**config.mk**
```make
export PLATFORM = sky130hd
export DESIGN_NAME = d_cache_control_nway
export DESIGN_NICKNAME = d
export VERILOG_FILES = /design/src/rtl/d_cache_control_nway_pkg.sv /design/src/rtl/d_cache_victim_sel.sv /design/src/rtl/d_cache_control_nway.sv
export SDC_FILE = /design/constraint.sdc
export NUM_CORES = 1
export LEC_CHECK = 0
export BUFFER_PORTS_ARGS = -buffer_cell sky130_fd_sc_hd__buf_2
export CAP_MARGIN = 20
export CORE_MARGIN = 4
export CORE_UTILIZATION = 35
export CTS_CLUSTER_SIZE = 40
export DETAILED_ROUTE_END_ITERATION = 8
export GPL_TIMING_DRIVEN = 0
export MAX_ROUTING_LAYER = met4
export PLACE_DENSITY = 0.76
export SLEW_MARGIN = 10
export SYNTH_ARGS = -nofsm -noshare
export SYNTH_HDL_FRONTEND = slang
export SYNTH_HIERARCHICAL = 1
export SYNTH_SLANG_ARGS = --single-unit
```
**constraint.sdc**
```tcl
create_clock -name clk -period 1.5 [get_ports clk]
set_input_delay 0.3 -clock clk [delete_from_list [all_inputs] [get_ports clk]]
set_output_delay 0.3 -clock clk [all_outputs]
set_load 0.02 [all_outputs]
```
**src/rtl/d_cache_control_nway_pkg.sv**
```systemverilog
// Shared cache geometry types and default widths for the lc3b data-cache controller.
package d_cache_control_nway_pkg;

    localparam int unsigned C_ADDR_WIDTH   = 16;
    localparam int unsigned C_OFFSET_WIDTH = 4;
    localparam int unsigned C_INDEX_WIDTH  = 3;
    localparam int unsigned C_TAG_WIDTH    = C_ADDR_WIDTH - C_INDEX_WIDTH - C_OFFSET_WIDTH;
    localparam int unsigned C_WAYS         = 4;

    typedef logic [C_TAG_WIDTH-1:0]   lc3b_c_tag;
    typedef logic [C_INDEX_WIDTH-1:0] lc3b_c_index;

endpackage

```
**src/rtl/d_cache_victim_sel.sv**
```systemverilog
// Combinational way selection: hit-way priority encoder and miss victim choice
// (lowest invalid way first, otherwise the PLRU candidate).
module d_cache_victim_sel
    import d_cache_control_nway_pkg::*;
#(
    parameter  int unsigned WAYS     = C_WAYS,
    localparam int unsigned WAY_BITS = $clog2(WAYS)
) (
    input  logic [WAYS-1:0]     hit_vec,
    input  logic [WAYS-1:0]     valid_vec,
    input  logic [WAY_BITS-1:0] plru_victim,
    output logic                hit_c,
    output logic [WAY_BITS-1:0] hit_way_c,
    output logic [WAY_BITS-1:0] victim_c
);

    // Scan from the top so the lowest matching index is the one left standing.
    always_comb begin
        hit_c     = |hit_vec;
        hit_way_c = '0;
        victim_c  = plru_victim;
        for (int i = int'(WAYS) - 1; i >= 0; i--) begin
            if (hit_vec[i]) begin
                hit_way_c = WAY_BITS'(i);
            end
            if (!valid_vec[i]) begin
                victim_c = WAY_BITS'(i);
            end
        end
    end

endmodule

```
**src/rtl/d_cache_control_nway.sv**
```systemverilog
// N-way set-associative write-back/write-allocate data-cache controller for lc3b.
// Optional performance counters are enabled by defining D_CACHE_PERF_EN.
module d_cache_control_nway
    import d_cache_control_nway_pkg::*;
#(
    parameter  int unsigned WAYS         = C_WAYS,
    parameter  int unsigned ADDR_WIDTH   = C_ADDR_WIDTH,
    parameter  int unsigned OFFSET_WIDTH = C_OFFSET_WIDTH,
    parameter  int unsigned INDEX_WIDTH  = C_INDEX_WIDTH,
    parameter  int unsigned TAG_WIDTH    = ADDR_WIDTH - INDEX_WIDTH - OFFSET_WIDTH,
    localparam int unsigned WAY_BITS     = $clog2(WAYS)
) (
    input  logic                  clk,
    input  logic                  rst_n,
    input  logic [ADDR_WIDTH-1:0] mem_address,
    input  logic                  mem_read,
    input  logic                  mem_write,
    output logic                  mem_resp,
    input  logic [WAYS-1:0]       hit_vec,
    input  logic [WAYS-1:0]       valid_vec,
    input  logic [WAYS-1:0]       dirty_vec,
    input  logic [WAY_BITS-1:0]   plru_victim,
    input  logic [TAG_WIDTH-1:0]  victim_tag,
    output logic [WAY_BITS-1:0]   victim_way,
    output logic [WAYS-1:0]       ld_data,
    output logic                  data_sel,
    output logic [WAYS-1:0]       ld_tag,
    output logic [WAYS-1:0]       ld_valid,
    output logic [WAYS-1:0]       ld_dirty,
    output logic                  dirty_in,
    output logic                  ld_lru,
    output logic [WAY_BITS-1:0]   lru_way,
    output logic [ADDR_WIDTH-1:0] pmem_address,
    output logic                  pmem_read,
    output logic                  pmem_write,
    input  logic                  pmem_resp
`ifdef D_CACHE_PERF_EN
    ,
    output logic [15:0]           hit_count,
    output logic [15:0]           miss_count,
    output logic [15:0]           wb_count
`endif
);

    typedef enum logic [1:0] {
        IDLE      = 2'd0,
        WRITEBACK = 2'd1,
        FILL      = 2'd2
    } state_t;

    state_t                state_q;
    state_t                state_d;
    logic [WAY_BITS-1:0]   victim_q;
    logic [ADDR_WIDTH-1:0] miss_addr_q;
    logic                  miss_start_c;
    logic                  wb_done_c;
    logic                  hit_c;
    logic [WAY_BITS-1:0]   hit_way_c;
    logic [WAY_BITS-1:0]   victim_c;
    logic [WAYS-1:0]       victim_onehot_c;
    logic [WAYS-1:0]       hit_onehot_c;

    d_cache_victim_sel #(
        .WAYS (WAYS)
    ) u_victim_sel (
        .hit_vec     (hit_vec),
        .valid_vec   (valid_vec),
        .plru_victim (plru_victim),
        .hit_c       (hit_c),
        .hit_way_c   (hit_way_c),
        .victim_c    (victim_c)
    );

    assign victim_onehot_c = WAYS'(1) << victim_q;
    assign hit_onehot_c    = WAYS'(1) << hit_way_c;
    assign victim_way      = victim_q;

    // State, latched victim and line-aligned miss address.
    always_ff @(posedge clk) begin
        if (!rst_n) begin
            state_q     <= IDLE;
            victim_q    <= '0;
            miss_addr_q <= '0;
        end else begin
            state_q <= state_d;
            if (miss_start_c) begin
                victim_q    <= victim_c;
                miss_addr_q <= {mem_address[ADDR_WIDTH-1:OFFSET_WIDTH], OFFSET_WIDTH'(0)};
            end
        end
    end

    always_comb begin
        state_d      = state_q;
        miss_start_c = 1'b0;
        wb_done_c    = 1'b0;
        mem_resp     = 1'b0;
        ld_data      = '0;
        data_sel     = 1'b0;
        ld_tag       = '0;
        ld_valid     = '0;
        ld_dirty     = '0;
        dirty_in     = 1'b0;
        ld_lru       = 1'b0;
        lru_way      = '0;
        pmem_address = mem_address;
        pmem_read    = 1'b0;
        pmem_write   = 1'b0;

        unique case (state_q)
            IDLE: begin
                if (mem_read || mem_write) begin
                    if (hit_c) begin
                        mem_resp = 1'b1;
                        ld_lru   = 1'b1;
                        lru_way  = hit_way_c;
                        // A write wins over a simultaneous read.
                        if (mem_write) begin
                            ld_data  = hit_onehot_c;
                            data_sel = 1'b1;
                            ld_dirty = hit_onehot_c;
                            dirty_in = 1'b1;
                        end
                    end else begin
                        miss_start_c = 1'b1;
                        if (valid_vec[victim_c] && dirty_vec[victim_c]) begin
                            state_d = WRITEBACK;
                        end else begin
                            state_d = FILL;
                        end
                    end
                end
            end
            WRITEBACK: begin
                pmem_write   = 1'b1;
                pmem_address = {victim_tag, miss_addr_q[OFFSET_WIDTH +: INDEX_WIDTH],
                                OFFSET_WIDTH'(0)};
                if (pmem_resp) begin
                    wb_done_c = 1'b1;
                    ld_dirty  = victim_onehot_c;
                    state_d   = FILL;
                end
            end
            FILL: begin
                pmem_read    = 1'b1;
                pmem_address = miss_addr_q;
                if (pmem_resp) begin
                    ld_data  = victim_onehot_c;
                    ld_tag   = victim_onehot_c;
                    ld_valid = victim_onehot_c;
                    ld_dirty = victim_onehot_c;
                    state_d  = IDLE;
                end
            end
            default: begin
                state_d = IDLE;
            end
        endcase
    end

`ifdef D_CACHE_PERF_EN
    // Saturating event counters.
    always_ff @(posedge clk) begin
        if (!rst_n) begin
            hit_count  <= '0;
            miss_count <= '0;
            wb_count   <= '0;
        end else begin
            if (mem_resp && (hit_count != 16'hFFFF)) begin
                hit_count <= hit_count + 16'd1;
            end
            if (miss_start_c && (miss_count != 16'hFFFF)) begin
                miss_count <= miss_count + 16'd1;
            end
            if (wb_done_c && (wb_count != 16'hFFFF)) begin
                wb_count <= wb_count + 16'd1;
            end
        end
    end
`endif

endmodule
```
==> key figures, run 1 <==
Run status
  – Status: finished, violations left
  – Failing checks: negative setup slack

Floorplanning
  – Top-Level Pins: 86
  – Die Ht: 68.4 µm
  – Core ar.: between 3000 and 4000 µm²
  – Die ar.: approximately 4700 µm²
  – Starting Density: a little under two fifths
  – Die Width: 68.4 µm
  – Core Rows: 21

Routing
  – Max Used Layer: met4
  – DRT Pass-1 Iters: 4
  – WL met2: approximately 2600 µm
  – Routed Antenna Nets: 0
  – WL met1: just under 2000 µm
  – Drt wl/cell: 15.2 µm
  – Met3 routed WL: ~220 µm
  – Vias: 1616
  – Drt via density: 5.05
  – Number of remaining DRC errors: 0
  – Routed WL: 4870 µm
  – 1st-iter DRT viols: 52

Logic synthesis
  – Count of flip-flops with a built-in enable after synthesis: 0
  – Ys async rst share: 0%
  – Number of synthesized register bits: 16
  – Unique masters post-synth: 33
  – Sequential area share after synthesis: about a quarter
  – Syn_area_per_cell: 7.61 µm²
  – Cell area after synthesis: 1280 µm²
  – Synthesized Nets: 216
  – Yosys warnings: 6
  – Main synth FF type: dfxtp_1
  – Post-Syn Instances: about 170

Critical path
  – Critical Path Start Type: flop
  – Slowest stage delay, CP: about 0.38 ns
  – Worst-path cell chain: inv_4 > ha_4 > nand3_4 > or3_4 > a21oi_4 > buf_6
  – Crit path DAT: 1.57 ns
  – CP max-delay cell: or3_4
  – Worst Path Class, Setup: flop to output port
  – R2R setup slack: -0.19 ns
  – FF-to-FF Start: state_q[1]$_SDFFE_PN0P_
  – Critical path data required time: 1.20 ns
  – Crit-path max FO: 4
  – Reg-to-reg endpoint: state_q[1]$_SDFFE_PN0P_
  – Crit. End Element: output port
  – Reg2reg path depth: 8

CTS
  – Hold_buf cts: 0
  – Clk sink count: 16
  – TritonCTS clock tree: built
  – H-tree lvl count: 1
  – Worst skew pair latency: 0.25 ns
  – Clk buf depth: 2
  – Root Buffer: clkbuf_8
  – Total CTS buffers: 3
  – Clock transition at the registers of the reported paths: 0.06 ns

Min path
  – Hold EP: miss_addr_q[4]$_SDFFE_PN0P_
  – Hold WC Path Type: primary input to flop
  – Min-Delay Path Depth: 3
  – Hold Crit Start: mem_address[4]

Place
  – I/O Buffers: 85
  – Cells after DPL: 299
  – Routability-driven placement congestion ratio: 0.728
  – Post-Place Worst Slack: -0.245 ns
  – Post-DP Area: 1960 µm²
  – DP Wirelength: 3040 µm

Timing
  – Slew headroom: around 71%
  – Final critical-path share of the clock period: 125%
  – Worst slew pin tran: about 0.43 ns
  – Final Hold Vio Count: 0
  – Clock skew: 0.00245 ns
  – Max-slew violations: 0
  – Final min period: ~1.9 ns
  – Fmax: roughly 530 MHz
  – RSZ-0062 raised after global routing: yes
  – Final setup fails: 50
  – Setup TNS: -10.73 ns
  – Final hold slack: approximately 0.33 ns
  – Worst setup margin: -0.375 ns

Power
  – Internal power: 1.32 mW
  – Switching Share: 38.3%
  – Clock network power share: 15.2%
  – P per Cell Area: 799 nW/µm²
  – Sequential share of power: 21.4%
  – Pwr Total: 2.13 mW
  – Switch Pwr: 0.817 mW
  – Gate power share: between 60% and 70%
  – Leakage: 1.20 nW
  – Max IR drop VDD: 0.563 mV

Finish
  – Filler cells: 213
  – Core Util, Final: 77.5%
  – Share of layout cells above drive strength 1: roughly two thirds
  – Most common cell after layout, fill and taps aside: buf_2
  – Most frequent cells in the layout: 47 x buf_2, 44 x buf_6, 18 x nor2b_1
  – Finished Layout Cells: 320
  – Final nets: 324
  – Antenna diodes: 0
  – Design Area, Final: around 2700 µm²
  – Layout area overhead: 109%

GRT
  – Largest net degree at the start of global routing: 11
  – Total global-route track usage: between 20% and 30%
  – First-pass GRT wire length: between 6000 and 7000 µm
  – GRT Residual Overflow: 0
  – Vias in the first global route: 1541
  – Initial antenna violation count: 0

Job
  – Max cap viols: 0
-- kinds of logic after synthesis --
kind of cell    share of synthesized area, %
compound gates                          20.6
fa+ha+maj                               3.91
buf+inv                                 10.4
mux                                     11.0
simple gates                            29.1
flops                                   25.0
-- worst max-delay path, delay by kind of cell, from the launching register on --
kind | cells | cell delay, ns
flip-flops | 1 | 0.36
buffers and inverters | 2 | 0.21
adder cells (fa/ha/maj) | 1 | 0.16
AND/OR/NAND/NOR | 2 | 0.46
AO/OA/AOI/OAI | 1 | 0.14
-- power groups by stage --
stage | sequential, mW | clock, mW | combinational [mW]
after floorplan | 0.461 | 0 | 0.604
after global placement | 0.463 | 0 | 0.864
final | 0.456 | 0.325 | 1.35
after detailed placement | 0.464 | 0 | 0.870
after CTS | 0.453 | 0.322 | 1.17
after global routing | 0.457 | 0.343 | 1.43
-- registers in the layout (all words and copies together) (netlist names) --
| signal | flops |
|---|---|
| victim_way | 2 |
| state_q | 2 |
| miss_addr_q | 12 |
-- synth_stat cells (2+ instances only) --
cell type / number / area share, %
a21oi_1: 14 / 5.5
a22oi_1: 9 / 5.3
a31oi_1: 2 / 0.98
and2_1: 2 / 0.98
buf_4: 6 / 3.5
clkbuf_1: 6 / 1.8
dfxtp_1: 16 / 25
ha_1: 4 / 3.9
inv_1: 9 / 2.6
mux2i_1: 14 / 11
nand2_1: 11 / 3.2
nand2b_1: 4 / 2.0
nand3_1: 7 / 2.7
nor2_1: 17 / 5.0
nor2b_1: 22 / 11
nor3_1: 2 / 0.78
o211ai_1: 2 / 1.2
o21ai_0: 3 / 1.2
o22ai_1: 4 / 2.0
-- how the worst max path moves through the flow --
stage                                        from                           to  slack (ns)  cells past startpoint
final                     state_q[0]$_SDFFE_PN0P_                  ld_dirty[0]       -0.37                      6
after floorplan           state_q[0]$_SDFFE_PN0P_                  ld_dirty[0]       -0.07                      5
after CTS                 state_q[1]$_SDFFE_PN0P_                  ld_dirty[3]       -0.35                      6
after global placement                 hit_vec[2]                  ld_dirty[3]       -0.23                      6
after global routing      state_q[0]$_SDFFE_PN0P_                  ld_dirty[0]       -0.41                      6
after detailed placement               hit_vec[2]  miss_addr_q[7]$_SDFFE_PN0P_       -0.25                      9
-- timing repair --
item                       in CTS  in global routing
setup buffers                  12                  5
gates cloned                    2                  0
resized for setup              92                 42
pin swaps                      12                 17
setup endpoints to repair      44                 55
-- final cells by class --
cell class	instances	area, µm²	share of cell area (%)
Inverter	9	38.8	1.45
Sequential cell	16	330	12.4
Multi-Input combinational cell	129	1170	44.0
Timing Repair Buffer	103	828	31.0
Buffer	14	199	7.45
Clock buffer	3	41.3	1.55
Tap cell	46	57.6	2.16
-- metal layers --
| layer | track usage [%] | vias to the layer above |
|---|---|---|
| met3 | 2.96 | 4 |
| met4 | 4.96 | 0 |
| met5 | - | - |
| li1 | - | 793 |
| met2 | 38.0 | 56 |
| met1 | 21.9 | 763 |
No activity file was read; power rests on OpenSTA's default activity.
==> run 2, diff against run 1 <==
--- a/config.mk
+++ b/config.mk
@@ -7,13 +7,15 @@
 export LEC_CHECK = 0
 export BUFFER_PORTS_ARGS = -buffer_cell sky130_fd_sc_hd__buf_2
 export CAP_MARGIN = 20
+export CELL_PAD_IN_SITES_DETAIL_PLACEMENT = 0
+export CELL_PAD_IN_SITES_GLOBAL_PLACEMENT = 1
 export CORE_MARGIN = 4
-export CORE_UTILIZATION = 35
+export CORE_UTILIZATION = 25
 export CTS_CLUSTER_SIZE = 40
 export DETAILED_ROUTE_END_ITERATION = 8
 export GPL_TIMING_DRIVEN = 0
 export MAX_ROUTING_LAYER = met4
-export PLACE_DENSITY = 0.76
+export PLACE_DENSITY = 0.8
 export SLEW_MARGIN = 10
 export SYNTH_ARGS = -nofsm -noshare
 export SYNTH_HDL_FRONTEND = slang
==> run 2 against run 1 <==
The run still ends with negative setup slack left. Largest cell class is now buffers. Combinational power grew 21%. Largest power group unchanged. Critical path type unchanged. Routed wire length up 11%. Flip-flop and latch count is the same. Cell area up 14%. Setup slack better by 0.018 ns.
==> key figures, run 2 (synthesis gave the netlist of run 1 again) <==
Run status
  – Status: finished, violations left
  – Failing checks: negative setup slack

GRT
  – Largest net degree at the start of global routing: 11
  – Initial antenna violation count: 0
  – Total global-route track usage: 15.4%
  – First-pass GRT wire length: ~7500 µm
  – GRT Residual Overflow: 0
  – Vias in the first global route: 1497

CTS
  – Clk buf depth: 2
  – Root Buffer: clkbuf_8
  – TritonCTS clock tree: built
  – Total CTS buffers: 3
  – Worst skew pair latency: around 0.25 ns
  – H-tree lvl count: 1
  – Clock transition at the registers of the reported paths: 0.07 ns
  – Clk sink count: 16

Floorplanning
  – Starting Density: 26.4%
  – Core ar.: 4850 µm²
  – Die Width: 79.5 µm
  – Die Ht: 79.5 µm
  – Top-Level Pins: 86
  – Core Rows: 25
  – Die ar.: 6320 µm²

Timing
  – Worst slew pin tran: between 0.4 and 0.5 ns
  – Final min period: 1.86 ns
  – Slew headroom: between 60% and 70%
  – Final Hold Vio Count: 0
  – Final setup fails: 55
  – Final critical-path share of the clock period: 124%
  – Max-slew violations: 0
  – Fmax: 539 MHz
  – RSZ-0062 raised after global routing: yes
  – Worst setup margin: -0.356 ns
  – Clock skew: 0.00418 ns

Routing
  – Drt wl/cell: 15.1 µm
  – Vias: roughly 1700
  – Number of remaining DRC errors: 0
  – DRT Pass-1 Iters: 4
  – 1st-iter DRT viols: 52
  – Routed Antenna Nets: 0
  – Routed WL: approximately 5400 µm
  – Drt via density: 4.67

Critical path
  – CP max-delay cell: dfxtp_4
  – CP startpoint: state_q[0]$_SDFFE_PN0P_
  – Crit-path max FO: 7
  – Crit. End Element: output port
  – CP Buf/Inv Count: 3
  – Slowest stage delay, CP: 0.37 ns
  – Critical Path Start Type: flop
  – Critical path data required time: 1.20 ns
  – FF-to-FF Start: state_q[0]$_SDFFE_PN0P_
  – Worst-path cell chain: inv_4 > ha_4 > clkbuf_16 > nand3_1 > a21oi_4 > buf_6
  – Critical path's top delay family: flip-flops
  – Crit path DAT: 1.56 ns
  – Worst Path Class, Setup: flop to output port

Power
  – Switching Share: 37.0%
  – P per Cell Area: 813 nW/µm²
  – Leakage: 1.37 nW
  – Clock network power share: 16.1%
  – Max IR drop VDD: 0.591 mV
  – Gate power share: 65.7%
  – Internal power: 1.56 mW
  – Switch Pwr: about 0.9 mW
  – Sequential share of power: between 10% and 20%

Place
  – DP Wirelength: 3230 µm
  – I/O Buffers: 85
  – Post-Place Worst Slack: -0.329 ns
  – Routability-driven placement congestion ratio: 0.779
  – Cells after DPL: 320

Finish
  – Most common cell after layout, fill and taps aside: buf_6
  – Max reg flops: 12
  – Finished Layout Cells: 356
  – Antenna diodes: 0
  – Final nets: 338
  – Share of layout cells above drive strength 1: a little under three quarters
  – Most frequent cells in the layout: 58 x buf_6, 46 x buf_2, 17 x nor2b_1
  – Layout area overhead: 139%
  – Largest register by flop count: miss_addr_q

Job
  – Max cap viols: 0

Min path
  – Hold Crit Start: mem_address[11]
  – Hold WC Path Type: primary input to flop
run 2: metrics by stage:
| step | area, µm² | hold slack (ns) | power, mW | setup TNS (ns) | util [%] |
|---|---|---|---|---|---|
| global placement | 1980 | 0.496 | 1.34 | -5.56 | 40.9 |
| global route | 3050 | 0.350 | 2.59 | -15.43 | 63.0 |
| detailed placement | 1980 | 0.509 | 1.35 | -6.04 | 40.9 |
| floorplan | 1470 | 0.428 | 1.07 | -0.228 | - |
| CTS | 2780 | 0.330 | 2.29 | -12.30 | 57.2 |
| finish | 3050 | 0.326 | 2.48 | -12.92 | 63.0 |
run 2: final timing paths:
| check | end | slack (ns) | depth (start not counted) |
|---|---|---|---|
| setup reg to reg | victim_way[1]$_SDFFE_PN0P_ | -0.23 | 11 |
| hold / removal | miss_addr_q[11]$_SDFFE_PN0P_ | 0.33 | 3 |
| setup / recovery | ld_dirty[0] | -0.36 | 6 |
| hold reg to reg | miss_addr_q[13]$_SDFFE_PN0P_ | 0.55 | 2 |
run 2: tightest hold or removal path: cells and delay by family:
| kind | cells | cell delay [ns] |
|---|---|---|
| simple gates | 1 | 0.10 |
| buf+inv | 1 | 0.09 |
| mux | 1 | 0.06 |
run 2: final cells by class:
cell class | count | area, µm²
buffer | 14 | 228
clock buffer | 4 | 55.1
fill | 367 | 1800
inverter | 9 | 43.8
multi-input combinational | 129 | 1240
sequential | 16 | 330
tap | 67 | 83.8
timing repair buffer | 117 | 1070
run 2: power by group through the flow:
stage          sequential (mW)  combinational [mW]  clock (mW)
6_report                 0.453                1.63       0.398
5_1_grt                  0.454                1.71       0.429
4_1_cts                  0.451                1.44       0.396
3_5_place_dp             0.463               0.882           0
3_3_place_gp             0.463               0.879           0
2_1_floorplan            0.461               0.604           0
run 2: layer usage:
layer	global-route usage (%)	vias up	share of wire (%)
li1	-	828	-
met1	19.1	790	42
met2	27.3	41	54
met3	2.03	2	3.8
met4	2.23	0	0.35
met5	-	-	0
run 2: timing repair:
action | in CTS | in global routing
buffers inserted | 16 | 14
pin swaps | 20 | 18
hold buffers | 0 | 0
setup endpoints to repair | 38 | 56
gates cloned | 4 | 1
resized for setup | 127 | 51
